File: src/rtl/counter_ctrl.sv
// ---------------------------------------------------------------------------
// counter_ctrl
//
// Command-driven up/down counter with a four-state control FSM
// (IDLE / RUN / PAUSE / DONE) and a reload register.
//
// Per clock, commands are resolved in the order CLR > LOAD > STOP > START.
// While in RUN the count steps by one per clock, in the direction chosen by
// UP_DN, until it matches LIMIT.
//
// Configuration macro: COUNTER_CTRL_AUTORELOAD_EN
//   undefined (default) : reaching LIMIT in RUN moves the FSM to DONE and
//                         WRAP is tied low.
//   defined             : reaching LIMIT in RUN reloads the count from the
//                         reload register, the FSM stays in RUN, and WRAP
//                         pulses for that one cycle.
//
// Ports
//   CLK_1Hz   in   1      sole clock, rising edge
//   RST       in   1      asynchronous reset, active low
//   START     in   1      begin / resume counting
//   STOP      in   1      pause counting
//   CLR       in   1      synchronous clear to IDLE with count zero
//   LOAD      in   1      load LOAD_VAL into the count and reload register
//   LOAD_VAL  in   WIDTH  value captured on LOAD
//   LIMIT     in   WIDTH  terminal count compare value
//   UP_DN     in   1      1 = increment, 0 = decrement
//   DOUT      out  WIDTH  current count (registered)
//   STATE     out  2      IDLE=00 RUN=01 PAUSE=10 DONE=11 (registered)
//   BUSY      out  1      STATE is RUN or PAUSE
//   DONE      out  1      STATE is DONE
//   WRAP      out  1      one-cycle pulse on auto-reload
// ---------------------------------------------------------------------------
module counter_ctrl #(
   parameter int WIDTH = 4
) (
   input  logic             CLK_1Hz,
   input  logic             RST,
   input  logic             START,
   input  logic             STOP,
   input  logic             CLR,
   input  logic             LOAD,
   input  logic [WIDTH-1:0] LOAD_VAL,
   input  logic [WIDTH-1:0] LIMIT,
   input  logic             UP_DN,
   output logic [WIDTH-1:0] DOUT,
   output logic [1:0]       STATE,
   output logic             BUSY,
   output logic             DONE,
   output logic             WRAP
);

   typedef enum logic [1:0] {
      S_IDLE  = 2'b00,
      S_RUN   = 2'b01,
      S_PAUSE = 2'b10,
      S_DONE  = 2'b11
   } state_t;

   localparam logic [WIDTH-1:0] ONE = {{(WIDTH-1){1'b0}}, 1'b1};

   state_t           state_q;
   state_t           state_d;
   logic [WIDTH-1:0] count_d;
   logic [WIDTH-1:0] reload_q;
   logic [WIDTH-1:0] reload_d;
   logic [WIDTH-1:0] count_step;

`ifdef COUNTER_CTRL_AUTORELOAD_EN
   logic             wrap_q;
   logic             wrap_d;
`endif

   // Next count value while running; modulo 2^WIDTH in both directions.
   assign count_step = UP_DN ? (DOUT + ONE) : (DOUT - ONE);

   // -----------------------------------------------------------------------
   // State register (count and reload register live here too so that the
   // asynchronous reset clears everything at once).
   // -----------------------------------------------------------------------
   always_ff @(posedge CLK_1Hz or negedge RST) begin
      if (!RST) begin
         state_q  <= S_IDLE;
         DOUT     <= '0;
         reload_q <= '0;
      end else begin
         state_q  <= state_d;
         DOUT     <= count_d;
         reload_q <= reload_d;
      end
   end

`ifdef COUNTER_CTRL_AUTORELOAD_EN
   always_ff @(posedge CLK_1Hz or negedge RST) begin
      if (!RST) begin
         wrap_q <= 1'b0;
      end else begin
         wrap_q <= wrap_d;
      end
   end

   assign WRAP = wrap_q;
`else
   assign WRAP = 1'b0;
`endif

   // -----------------------------------------------------------------------
   // Next-state logic. CLR and LOAD act in every state; STOP and START are
   // only meaningful in particular states, and STOP shadows START.
   // -----------------------------------------------------------------------
   always_comb begin
      state_d  = state_q;
      count_d  = DOUT;
      reload_d = reload_q;
`ifdef COUNTER_CTRL_AUTORELOAD_EN
      wrap_d   = 1'b0;
`endif

      if (CLR) begin
         // Reload register is deliberately kept across a clear.
         state_d = S_IDLE;
         count_d = '0;
      end else if (LOAD) begin
         state_d  = S_IDLE;
         count_d  = LOAD_VAL;
         reload_d = LOAD_VAL;
      end else begin
         unique case (state_q)
            S_IDLE: begin
               if (!STOP && START) begin
                  state_d = S_RUN;
               end
            end

            S_RUN: begin
               if (STOP) begin
                  state_d = S_PAUSE;
               end else if (DOUT == LIMIT) begin
                  // Terminal event; checked before stepping so that entering
                  // RUN already at LIMIT terminates without a count step.
`ifdef COUNTER_CTRL_AUTORELOAD_EN
                  count_d = reload_q;
                  wrap_d  = 1'b1;
`else
                  state_d = S_DONE;
`endif
               end else begin
                  count_d = count_step;
               end
            end

            S_PAUSE: begin
               if (!STOP && START) begin
                  state_d = S_RUN;
               end
            end

            S_DONE: begin
               if (!STOP && START) begin
                  state_d = S_RUN;
                  count_d = reload_q;
               end
            end

            default: begin
               state_d = S_IDLE;
            end
         endcase
      end
   end

   // -----------------------------------------------------------------------
   // Output decode, purely from the registered state so the flags change in
   // the same cycle as STATE and cannot glitch on input activity.
   // -----------------------------------------------------------------------
   always_comb begin
      STATE = state_q;
      BUSY  = (state_q == S_RUN) || (state_q == S_PAUSE);
      DONE  = (state_q == S_DONE);
   end

endmodule

File: config.mk
export PLATFORM = sky130hd
export DESIGN_NAME = counter_ctrl
export DESIGN_NICKNAME = d
export VERILOG_FILES = /design/src/rtl/counter_ctrl.sv
export SDC_FILE = /design/constraint.sdc
export NUM_CORES = 1
export LEC_CHECK = 0
export CORE_UTILIZATION = 45
export DETAILED_ROUTE_END_ITERATION = 10
export PLACE_DENSITY = 0.82
export SYNTH_ARGS = -nofsm -noshare
export SYNTH_HDL_FRONTEND = slang
export SYNTH_SLANG_ARGS = --single-unit
File: constraint.sdc
create_clock -name CLK_1Hz -period 1.7 [get_ports CLK_1Hz]
set_input_delay 0.34 -clock CLK_1Hz [delete_from_list [all_inputs] [get_ports CLK_1Hz]]
set_output_delay 0.34 -clock CLK_1Hz [all_outputs]
set_load 0.005 [all_outputs]
## After elaboration in Yosys (flattened, before gate mapping)

Cells that the tools add are included.

- Flip-flop bits (word level): 10
- Bits in latches: 0
- Memory bits (writable): 0
- Memory bits (read-only): 0
- Input port bits: 15
- Output and inout port bits: 9
- Logic and storage cells: 37
- Memories kept: 0

- Add/subtract/negate cells: 2
- $mul: 0
- Div/mod/pow operators: 0
- Order comparisons: 0
- Equality and inequality tests: 9
- Shifts and indexed selects: 0
- Multiplexer cells: 13
- Bitwise gates (word level): 1
- Reduce and logical (&&, ||, !) cells: 9

Operators by type and width:

| operator | number |
|---|---|
| 2-to-1 mux 4 bit | 6 |
| 2-to-1 mux 2 bit | 5 |
| inequality test 4 bit (second input constant) | 2 |
| case mux 4 bit (2 select lines) | 1 |
| inequality test 5 bit (second input constant) | 1 |
| adder 4 x 1 -> 4 bit (second input constant) | 1 |
| equality test 2 bit (second input constant) | 2 |
| equality test 4 bit | 1 |
| inequality test 4 x 1 -> 1 bit (second input constant) | 1 |
| inequality test 4 x 3 -> 1 bit (second input constant) | 1 |
| case mux 2 bit (2 select lines) | 1 |
| AND reduction 2 bit | 2 |
| AND reduction 4 bit | 1 |
| nonzero test 4 bit | 1 |
| subtractor 4 x 1 -> 4 bit (second input constant) | 1 |
| OR reduction 3 bit | 1 |
| equality test 2 x 1 -> 1 bit (second input constant) | 1 |
| zero test 2 bit | 1 |
| logical AND 1 bit | 1 |
| zero test 1 bit | 1 |
| logical OR 1 bit | 1 |
| NOT 1 bit | 1 |

## Longest topological paths before layout

- Depth after elaboration: 7
- Depth in mapped cells: 7
- Gate-level depth less buffers: 7

## Worst setup path after synthesis

OpenSTA, ideal clock, no wires.

- Kind: reg2reg
- Start point: register state_q[0] (netlist: STATE[0])
- End point: register DOUT[3]
- Setup time: 0.130 ns
- Arrival: 1.440 ns
- Required time: 1.570 ns
- Slack: 0.131 ns
- Cell stages (with the launch flop): 8
- Buffers on the path: 1
- Clock period less this slack: 1.569 ns
- Cell sequence: dfrtp_1 > ha_1 > buf_4 > mux2i_1 > o21ai_2 > o21ai_4 > o21ba_1 > o22ai_1

- Longest elaborated chain between the ends: 4
- Elaborated cells on any way between the ends: 10
- Those cells by class: 5 x eq/ne; 3 x mux; 2 x reduce/logical

Ends and longest elaborated chain:

| what | line | source |
|---|---|---|
| start: declaration | 62 | `state_t state_q;` |
| start signal: assignment | 87 | `state_q <= state_d;` |
| equality test 2 bit * | -- |  |
| via DONE | 49 | `output logic DONE,` |
| case mux 4 bit (2 select lines) | 128 | `unique case (state_q)` |
| 2-to-1 mux 4 bit | 123 | `end else if (LOAD) begin` |
| 2-to-1 mux 4 bit | 119 | `if (CLR) begin` |
| end signal: assignment | 88 | `DOUT <= count_d;` |
| end: declaration | 46 | `output logic [WIDTH-1:0] DOUT,` |

The timed path passes the listed nets; every way through them passes the cells marked *.
A chain may end at the register's enable or synchronous reset.

## Worst setup path after layout

- Start point: register DOUT[0]
- End point: output port DOUT[0]

No word-level cell between the ends.

==> impl_results.md <==
* CTS tree: yes
* Utilization after layout at 72.4%
* RSZ-0062 raised after global routing: no
* Met1 usage at 28.3%
* Post-synth EDFFs at 0
* Placed Area at 1050 um2
* Critical Path RT at 1.36 ns
* Final Hold Viols at 0
* Root buf cell: clkbuf_4
* CTS clk-pin slew, worst paths at 0.07 ns
* Failing checks: design-rule violations
* Slew Limit Fails at 0
* Die span in x at 43.5 um
* # IOs at 24
* Nets at 137
* LEAKAGE at 0.507 nW
* Min Tclk post-route at 1.64 ns
* Register area share after synthesis at 32.4%
* Diodes inserted at 0
* Setup crit end kind: output pin
* Clock H-tree levels at 1
* Met3 usage at 4.17%
* Proportion of layout cells with a drive suffix above 1 at 27.6%
* CTS buffer count at 3
* DP HPWL at 1370 um
* Finished Cell Area at 1130 um2
* Largest net degree at the start of global routing at 11
* Cell-internal power at 0.000542 W
* Worst r2r src: DOUT[1]
* Final setup vio count at 0
* Post-synthesis register bit count at 10
* Site Rows at 14
* Worst setup path startpoint: DOUT[0]
* CP Class: register to output pin
* Max IR drop VDD at 0.503 mV
* Pwr/cell area at 685 nW/um2
* Status: finished with violations
* GR peak layer: met2
* Cell with the most instances after synthesis: dfrtp_1
* Syn Nets at 100
* Final wirelength at 1810 um
* Core area at 1560 um2
* Fmax at 611 MHz
* First-pass GRT wire length at 3050 um
* Max clock buf depth at 2
* Routability congestion estimate at 0.840
* IO buf count at 22
* Most frequent cells after synthesis: dfrtp_1 (10), a21oi_1 (8), inv_1 (8)
* Total grt overflow at 0
* Asr flop ratio synth at 100%
* Residual DRC count at 3
* Period utilisation layout at 96.3%
* DIE AREA at 1890 um2
* Post-DR wirelength/cell at 13.7 um
* Avg Inst Size Synth at 9.67 um2
* Cell area after synthesis at 773 um2
* Clk_skew at 0.00526 ns
* Combinational share of power at 33.7%
* MaxCap Viol Count at 0
* Sw Ratio at 30.0%
* Worst min path class: input pin to asynchronous set/reset pin
* Area grow syn2layout at 46.0%
* Final setup margin at 0.0625 ns
* Crit start category: register
* Count of cell types in the netlist at 31
* Primary FF master, synth: dfrtp_1
* First-pass DRT Iterations at 7
* Vias at 700
* Yosys warns at 0
* Initial antenna violation count at 0
* Post-Place Worst Slack at -0.356 ns
* Vert. Die Dim at 43.5 um
* Top post-synthesis cells by area: dfrtp_1 (32%), ha_1 (6.5%), a21oi_1 (5.2%)
* Sequential fraction of design power at 37.4%
* Clock Latency Late Sink at 0.28 ns
* Starting density of the core at 49.6%
* Synthesized instance count at 80
* Area leader, netlist: dfrtp_1
* Vias in the first global route at 682
* Clock power frac at 28.9%
* CP arrival at 1.30 ns
* DR iter-0 viols at 23
* Post-DRT Antenna Nets at 0
* Sw power at 0.000232 W
* Sum Neg Setup Slack at 0 ns
* GR Layer Usage met2 at 38.8%
* Vias per cell at 5.30
* Worst-path fanout max at 5
* Clock Sinks at 10
* GRT Util Overall at 22.5%
* Share of the synthesized area in the top cell type at 32.4%
through the flow:
stage / cells / power [W] / hold WS, ns
2_1_floorplan: 80 / 0.000431 / 0.0444
3_3_place_gp: 124 / 0.000535 / 0.478
3_5_place_dp: 124 / 0.000545 / 0.484
4_1_cts: 131 / 0.000778 / 0.383
5_1_grt: 132 / 0.000819 / 0.404
6_report: 132 / 0.000774 / 0.373
registers in the layout (all words and copies together), names as in the netlist:
register and cells:
DOUT 4, STATE 2, reload_q 4
layout make-up:
type	instances	area [um2]
clock buffer	4	36.3
fill	118	430
inverter	8	30.0
multi-input combinational	59	482
sequential	10	250
tap	16	20.0
timing repair buffer	35	310
power groups by stage:
stage               clock (W)  combinational [W]  sequential (W)
finish               0.000224           0.000261        0.000289
detailed placement          0           0.000250        0.000295
global route         0.000239           0.000286        0.000294
CTS                  0.000231           0.000258        0.000290
floorplan                   0           0.000138        0.000293
global placement            0           0.000243        0.000292
layout by cell type (no fill, tap or decap):
master,count
clkdlybuf4s50_1,19
buf_4,13
dfrtp_1,10
a21oi_1,8
inv_1,7
nor2_1,6
nand2_1,6
xnor2_1,3
o21ai_0,3
o31ai_1,3
ha_1,3
clkbuf_4,3
xnor2_2,2
nand3_2,2
mux2i_1,2
o22ai_1,2
mux2_2,2
mux2_1,2
dlygate4sd2_1,2
inv_2,1
nor2_8,1
o21ai_2,1
o21ai_4,1
a21o_1,1
a21oi_2,1
or3_1,1
nand3b_1,1
o21ba_1,1
nand2b_1,1
xor2_1,1
or2_2,1
a21boi_1,1
fa_2,1
ha_4,1
conb_1,1
clkbuf_8,1
clkbuf_2,1
critical path: stages, from the launching register on:
cell and delay (ns):
dfrtp_1 0.37, buf_4 0.16, clkdlybuf4s50_1 0.50
logic make-up after synthesis:
| logic type | count (synthesis) | share of synthesized area, % |
|---|---|---|
| adders and majority gates | 5 | 9.06 |
| other | 1 | 0.485 |
| muxes | 6 | 8.41 |
| DFF | 10 | 32.4 |
| xor gates and xnor gates | 6 | 8.74 |
| and+or+nand+nor | 19 | 14.4 |
| buffers and inverters | 11 | 7.28 |
| AOI/OAI and AO/OA | 22 | 19.3 |
per-layer routing:
layer  wire, um  share of wire [%]
met1        709                 39
met2        955                 53
met3        134                7.4
met4         10               0.55
met5          0                  0
path summary, 6_finish.rpt:
path,end,slack [ns],depth (start not counted)
min,reload_q[1],0.37,1
max reg2reg,DOUT[2],0.10,6
min reg2reg,reload_q[1],0.50,1
min in group CLK_1Hz,reload_q[1],0.50,1
max,DOUT[0],0.06,2
max in group asynchronous,STATE[1],1.02,1
repair_timing:
item                                    in CTS  in global routing
setup buffers                                3                  1
hold buffers                                 0                  0
pin swaps                                    2                  0
gates resized for setup                      8                  1
gates cloned                                 0                  0
endpoints found under the setup margin       5                  1
No activity file was read; power rests on OpenSTA's default activity.
